==> config.mk <==
export PLATFORM = sky130hd
export DESIGN_NAME = pipe_ctrl_unit
export DESIGN_NICKNAME = d
export VERILOG_FILES = /design/src/rtl/pipe_ctrl_unit.sv
export SDC_FILE = /design/constraint.sdc
export NUM_CORES = 1
export LEC_CHECK = 0
export CAP_MARGIN = 20
export CELL_PAD_IN_SITES_DETAIL_PLACEMENT = 0
export CELL_PAD_IN_SITES_GLOBAL_PLACEMENT = 1
export CORE_MARGIN = 3
export CORE_UTILIZATION = 34
export DETAILED_ROUTE_END_ITERATION = 8
export PLACE_DENSITY_LB_ADDON = 0.12
export SETUP_SLACK_MARGIN = 0.2
export SYNTH_ARGS = -nofsm -noshare
export SYNTH_HDL_FRONTEND = slang
export SYNTH_SLANG_ARGS = --single-unit
==> constraint.sdc <==
create_clock -name clk_i -period 1.75 [get_ports clk_i]
set_input_delay 0.2625 -clock clk_i [delete_from_list [all_inputs] [get_ports clk_i]]
set_output_delay 0.2625 -clock clk_i [all_outputs]
set_load 0.01 [all_outputs]
==> src/rtl/pipe_ctrl_unit.sv <==
`default_nettype none
// ============================================================================
// Module   : pipe_ctrl_unit
// Brief    : RV32I 5-stage main control. Decodes the ID opcode, carries the
//            control bundle through ID/EX, EX/MEM and MEM/WB, inserts
//            load-use bubbles, honours a global freeze and counts retirements.
//            Optional JAL/JALR decode and id_jump_o: define PIPE_CTRL_JUMP_EN.
// Revision : 1.0 - initial release
// ============================================================================
module pipe_ctrl_unit #(
    parameter int REG_AW  = 5,
    parameter int ALUOP_W = 2,
    parameter int CNT_W   = 32
) (
    input  logic               clk_i,
    input  logic               rst_i,
    input  logic               freeze_i,
    input  logic               id_valid_i,
    input  logic [6:0]         id_op_i,
    input  logic [REG_AW-1:0]  id_rs1_i,
    input  logic [REG_AW-1:0]  id_rs2_i,
    input  logic [REG_AW-1:0]  id_rd_i,
    output logic               id_branch_o,
`ifdef PIPE_CTRL_JUMP_EN
    output logic               id_jump_o,
`endif
    output logic               stall_o,
    output logic [ALUOP_W-1:0] ex_alu_op_o,
    output logic               ex_alu_src_o,
    output logic               ex_reg_write_o,
    output logic [REG_AW-1:0]  ex_rd_o,
    output logic               mem_read_o,
    output logic               mem_write_o,
    output logic               mem_reg_write_o,
    output logic [REG_AW-1:0]  mem_rd_o,
    output logic               wb_reg_write_o,
    output logic               wb_mem_to_reg_o,
    output logic [REG_AW-1:0]  wb_rd_o,
    output logic [CNT_W-1:0]   retire_cnt_o
);

    localparam logic [6:0] c_op_r    = 7'b0110011;
    localparam logic [6:0] c_op_i    = 7'b0010011;
    localparam logic [6:0] c_op_lw   = 7'b0000011;
    localparam logic [6:0] c_op_sw   = 7'b0100011;
    localparam logic [6:0] c_op_beq  = 7'b1100011;
`ifdef PIPE_CTRL_JUMP_EN
    localparam logic [6:0] c_op_jal  = 7'b1101111;
    localparam logic [6:0] c_op_jalr = 7'b1100111;
`endif

    localparam logic [ALUOP_W-1:0] c_aluop_rr  = ALUOP_W'(2'b00);
    localparam logic [ALUOP_W-1:0] c_aluop_add = ALUOP_W'(2'b01);
    localparam logic [ALUOP_W-1:0] c_aluop_imm = ALUOP_W'(2'b10);
    localparam logic [ALUOP_W-1:0] c_aluop_br  = ALUOP_W'(2'b11);

    typedef struct packed {
        logic               valid;
        logic               alu_src;
        logic               reg_write;
        logic               mem_to_reg;
        logic               mem_read;
        logic               mem_write;
        logic [ALUOP_W-1:0] alu_op;
        logic [REG_AW-1:0]  rd;
    } id_ex_t;

    typedef struct packed {
        logic               valid;
        logic               reg_write;
        logic               mem_to_reg;
        logic               mem_read;
        logic               mem_write;
        logic [REG_AW-1:0]  rd;
    } ex_mem_t;

    typedef struct packed {
        logic               valid;
        logic               reg_write;
        logic               mem_to_reg;
        logic [REG_AW-1:0]  rd;
    } mem_wb_t;

    localparam id_ex_t c_bubble = '0;

    id_ex_t            w_dec;
    logic              w_dec_branch;
    logic              w_uses_rs2;
    logic              w_hit_rs1;
    logic              w_hit_rs2;
`ifdef PIPE_CTRL_JUMP_EN
    logic              w_dec_jump;
`endif

    id_ex_t            r_id_ex;
    ex_mem_t           r_ex_mem;
    mem_wb_t           r_mem_wb;
    logic [CNT_W-1:0]  r_retire_cnt;

    always_comb begin
        w_dec        = c_bubble;
        w_dec_branch = 1'b0;
`ifdef PIPE_CTRL_JUMP_EN
        w_dec_jump   = 1'b0;
`endif
        case (id_op_i)
            c_op_r, c_op_sw, c_op_beq: w_uses_rs2 = 1'b1;
            default:                   w_uses_rs2 = 1'b0;
        endcase

        if (id_valid_i) begin
            case (id_op_i)
                c_op_r: begin
                    w_dec.valid     = 1'b1;
                    w_dec.reg_write = 1'b1;
                    w_dec.alu_op    = c_aluop_rr;
                end
                c_op_i: begin
                    w_dec.valid     = 1'b1;
                    w_dec.alu_src   = 1'b1;
                    w_dec.reg_write = 1'b1;
                    w_dec.alu_op    = c_aluop_imm;
                end
                c_op_lw: begin
                    w_dec.valid      = 1'b1;
                    w_dec.alu_src    = 1'b1;
                    w_dec.reg_write  = 1'b1;
                    w_dec.mem_to_reg = 1'b1;
                    w_dec.mem_read   = 1'b1;
                    w_dec.alu_op     = c_aluop_add;
                end
                c_op_sw: begin
                    w_dec.valid     = 1'b1;
                    w_dec.alu_src   = 1'b1;
                    w_dec.mem_write = 1'b1;
                    w_dec.alu_op    = c_aluop_add;
                end
                c_op_beq: begin
                    w_dec.valid  = 1'b1;
                    w_dec_branch = 1'b1;
                    w_dec.alu_op = c_aluop_br;
                end
`ifdef PIPE_CTRL_JUMP_EN
                c_op_jal: begin
                    w_dec.valid     = 1'b1;
                    w_dec.reg_write = 1'b1;
                    w_dec_jump      = 1'b1;
                end
                c_op_jalr: begin
                    w_dec.valid     = 1'b1;
                    w_dec.alu_src   = 1'b1;
                    w_dec.reg_write = 1'b1;
                    w_dec.alu_op    = c_aluop_add;
                    w_dec_jump      = 1'b1;
                end
`endif
                default: ;
            endcase
            if (w_dec.valid) begin
                w_dec.rd = id_rd_i;
            end
        end

        // x0 is never written, so the write-enable is dropped at decode.
        if (w_dec.rd == '0) begin
            w_dec.reg_write = 1'b0;
        end
    end

    assign w_hit_rs1 = (r_id_ex.rd == id_rs1_i);
    assign w_hit_rs2 = w_uses_rs2 && (r_id_ex.rd == id_rs2_i);

    assign stall_o = r_id_ex.mem_read && r_id_ex.valid && (r_id_ex.rd != '0)
                     && (w_hit_rs1 || w_hit_rs2) && id_valid_i;

    assign id_branch_o = w_dec_branch && !stall_o;
`ifdef PIPE_CTRL_JUMP_EN
    assign id_jump_o   = w_dec_jump && !stall_o;
`endif

    // Freeze outranks the load-use bubble: nothing advances while it is high.
    always_ff @(posedge clk_i or negedge rst_i) begin
        if (!rst_i) begin
            r_id_ex      <= c_bubble;
            r_ex_mem     <= '0;
            r_mem_wb     <= '0;
            r_retire_cnt <= '0;
        end else if (!freeze_i) begin
            r_id_ex             <= stall_o ? c_bubble : w_dec;

            r_ex_mem.valid      <= r_id_ex.valid;
            r_ex_mem.reg_write  <= r_id_ex.reg_write;
            r_ex_mem.mem_to_reg <= r_id_ex.mem_to_reg;
            r_ex_mem.mem_read   <= r_id_ex.mem_read;
            r_ex_mem.mem_write  <= r_id_ex.mem_write;
            r_ex_mem.rd         <= r_id_ex.rd;

            r_mem_wb.valid      <= r_ex_mem.valid;
            r_mem_wb.reg_write  <= r_ex_mem.reg_write;
            r_mem_wb.mem_to_reg <= r_ex_mem.mem_to_reg;
            r_mem_wb.rd         <= r_ex_mem.rd;

            if (r_mem_wb.valid) begin
                r_retire_cnt <= r_retire_cnt + CNT_W'(1);
            end
        end
    end

    assign ex_alu_op_o     = r_id_ex.alu_op;
    assign ex_alu_src_o    = r_id_ex.alu_src;
    assign ex_reg_write_o  = r_id_ex.reg_write;
    assign ex_rd_o         = r_id_ex.rd;
    assign mem_read_o      = r_ex_mem.mem_read;
    assign mem_write_o     = r_ex_mem.mem_write;
    assign mem_reg_write_o = r_ex_mem.reg_write;
    assign mem_rd_o        = r_ex_mem.rd;
    assign wb_reg_write_o  = r_mem_wb.reg_write;
    assign wb_mem_to_reg_o = r_mem_wb.mem_to_reg;
    assign wb_rd_o         = r_mem_wb.rd;
    assign retire_cnt_o    = r_retire_cnt;

endmodule
`default_nettype wire

==> run_results.csv <==
group,metric,value,unit
sta,finalHoldViolations,0,
critical_path,worstSetupPathType,"reg2out",
floorplanning,ioPinCount,84,
synth,synth_compound_gate_area_share,0.05831,
power,p_per_area,656.5,mW/mm²
placed_design,dpl_cell_area,0.004131,mm²
synth,synth_edf_count,0,
floorplanning,row_count,33,
clock_tree,clockBufferDepth,2,
floorplanning,die_w,100,µm
global_route,antenna_found_initial,0,
sta,tightest_slew,495.4,ps
global_route,overflow,0,
placed_design,portBuffers,83,
sta,timing.final.max_slew_violations,0,
sta,fin_skew,10.78,ps
layout,syn2layout_area_growth,60.43,%
synth,syn-cell-area,0.003004,mm²
route,viasPerCell,4.685,
synth,netlist_top_cells_count,"dfrtp_1, nand2_1, xnor2_1",
min_path,min_path_type,"in2async",
synth,postSynthCellCount,261,
placed_design,hpwl,4.944,mm
synth,synth.area.top_cells,"dfrtp_1, xnor2_1, mux2_2",
critical_path,endpoint_kind,"output pin",
floorplanning,core_area,0.008382,mm²
synth,seq_area_frac_synth,0.5081,
synth,synth_top_family_by_area,"simple AND/OR/NAND/NOR gates",
synth,synth-simple-area-share,0.1783,
floorplanning,die_h,100,µm
route,drt-total-wl,6.867,mm
synth,synth_area_per_cell,11.51,µm²
power,vdd_drop_max,0.3688,mV
synth,synthAdderAreaFrac,0.004165,
sta,rsz0062_at_grt,"true",
synth,yosys.cell_types.count,38,
sta,clock.fmax,457.7,MHz
sta,min_period_over_period,1.248,
floorplanning,die_area,0.01000,mm²
route,dr.pass1.iters,4,
clock_tree,insertion_delay,340,ps
sta,min_period,2185,ps
route,drc,0,
global_route,grt_util_all_layers,0.1480,
route,antenna_left,0,
route,vias,2380,
critical_path,arrival,1920,ps
sta,final.setup.worst_slack,-434.9,ps
floorplanning,start_util,0.3584,
synth,ys_ff_latch,61,
synth,synth-xor-area-share,0.1195,
placed_design,gp_congestion,0.7278,
clock_tree,cts_tree,"yes",
synth,synth-main-ff-cell,"dfrtp_1",
layout,num_antenna_cells,0,
layout,final_nets,425,
synth,synthMostInstantiatedCell,"dfrtp_1",
clock_tree,cts_buffers,9,
synth,synth-async-reset-ratio,1.000,
synth,ys.warnings.count,0,
critical_path,cp_max_fo,3,
route,routedWlPerCell,13.52,µm
synth,synth_top_area_frac,0.5081,
layout,nFillCells,743,
critical_path,reg2reg_slack,-370,ps
job,cap_violations,0,
outcome,outcome,"complete, but fails checks",
layout,drive_gt1_frac,0.3921,
power,power.leakage,0.002695,µW
global_route,grt_pass1_wl,11.61,mm
synth,synth.area.mux_share,0.06747,
outcome,failed_checks,"negative setup slack",
route,drt_iter0_drc,58,
clock_tree,cts.sinks,61,
sta,finalSetupViolations,14,
global_route,grt_max_degree,62,
sta,tns,-4514,ps
layout,final_cell_area,0.004820,mm²
critical_path,cp.required,1490,ps
synth,syn_nets,288,
critical_path,cp-start-kind,"flop",
global_route,grt_pass1_vias,2387,
synth,yosysTopAreaCell,"dfrtp_1",
clock_tree,cts.htree.levels,3,
clock_tree,path_clk_slew,70,ps
clock_tree,clockRootBuffer,"clkbuf_8",
sta,slew_headroom,0.6697,
[through the flow]
step,utilization,setup slack (ps),instances,hold WS (ps),power [µW]
final,0.5750,-434.9,508,473.7,3164
after global routing,0.5750,-513.1,508,493.1,3315
after CTS,0.5537,-487.4,504,466.5,3180
after detailed placement,0.4929,-788.0,462,299.9,1745
after global placement,0.4929,-778.6,462,300.7,1743
after floorplan,-,-105.8,261,-33.09,1576
[state kept, by name, summed over array words and instances, names as in the netlist, 2 cells and up]
| name | flops |
|---|---|
| r_id_ex | 3 |
| mem_rd_o | 5 |
| wb_rd_o | 5 |
| ex_alu_op_o | 2 |
| r_ex_mem | 2 |
| retire_cnt_o | 32 |
| ex_rd_o | 5 |
[power breakdown]
part	leakage, µW	internal [µW]	total [µW]	switching, µW
logic	0.00174	177	305	128
clock network	0.000112	837	1400	558
registers	0.000840	1430	1460	29.1
[critical path, cell delays in order, from the launching register on]
cell       delay (ps)
dfrtp_1           430
buf_6             140
or4_4             520
o2111ai_4         220
a21oi_4            60
buf_6             120
buf_6             110
[worst paths after layout]
kind                           startpoint               end  cells after the start
max in group asynchronous           rst_i        ex_rd_o[0]                      3
setup reg to reg               ex_rd_o[4]        ex_rd_o[4]                      9
hold reg to reg            ex_alu_op_o[0]    ex_alu_op_o[0]                      2
hold / removal                      rst_i  retire_cnt_o[27]                      3
min in group clk_i         ex_alu_op_o[0]    ex_alu_op_o[0]                      2
setup / recovery               ex_rd_o[4]           stall_o                      6
[metal layers]
metal | GRT usage | routed length, µm | vias to the layer above | share of wire
li1 | - | - | 1168 | -
met1 | 0.1794 | 2846 | 1146 | 0.41
met2 | 0.2473 | 3564 | 59 | 0.52
met3 | 0.05003 | 368 | 7 | 0.054
met4 | 0.04974 | 88 | 0 | 0.013
met5 | 0 | 0 | - | 0
[cell families after synthesis]
logic type	after synthesis
adders and majority gates	1
and+or+nand+nor	95
AOI/OAI and AO/OA	16
DFF	61
buffers and inverters	29
xor gates and xnor gates	41
muxes	18
[layout by cell type, fill, tap and decap left out, types with 4 or more instances in the layout]
cell type and instances:
buf_4 55, xnor2_2 5, xor2_1 12, o21ai_2 6, nor2_1 5, nand3_2 4, inv_1 5, nand4_1 8
nor2b_1 4, dfrtp_1 55, and3_4 5, dlymetal6s2s_1 18, o31ai_4 4, xnor2_1 24, buf_6 10, and2_1 4
mux2_2 18, dlygate4sd2_1 23, and3_1 4, dfrtp_2 6, nand2_1 24, clkbuf_8 10, clkdlybuf4s50_1 36, nand3_1 13
[layout make-up]
| type | count | area [µm²] | area share |
|---|---|---|---|
| flip-flops and latches | 61 | 1534 | 0.3183 |
| multi-input cells | 171 | 1514 | 0.3141 |
| well taps | 105 | 131.4 | 0.02726 |
| inverters | 5 | 18.77 | 0.003894 |
| clock buffers | 10 | 137.6 | 0.02856 |
| clock inverters | 6 | 86.33 | 0.01791 |
| repair buffers | 150 | 1398 | 0.2900 |
[timing repair]
| action | in CTS | in global routing |
|---|---|---|
| resized for setup | 68 | 42 |
| endpoints found under the hold margin | 61 | 0 |
| cloned | 0 | 0 |
| pin swaps | 22 | 20 |
| setup buffers | 25 | 4 |
| hold buffers | 1 | 0 |
| endpoints found under the setup margin | 60 | 55 |
(Power assumes the default switching activity.)
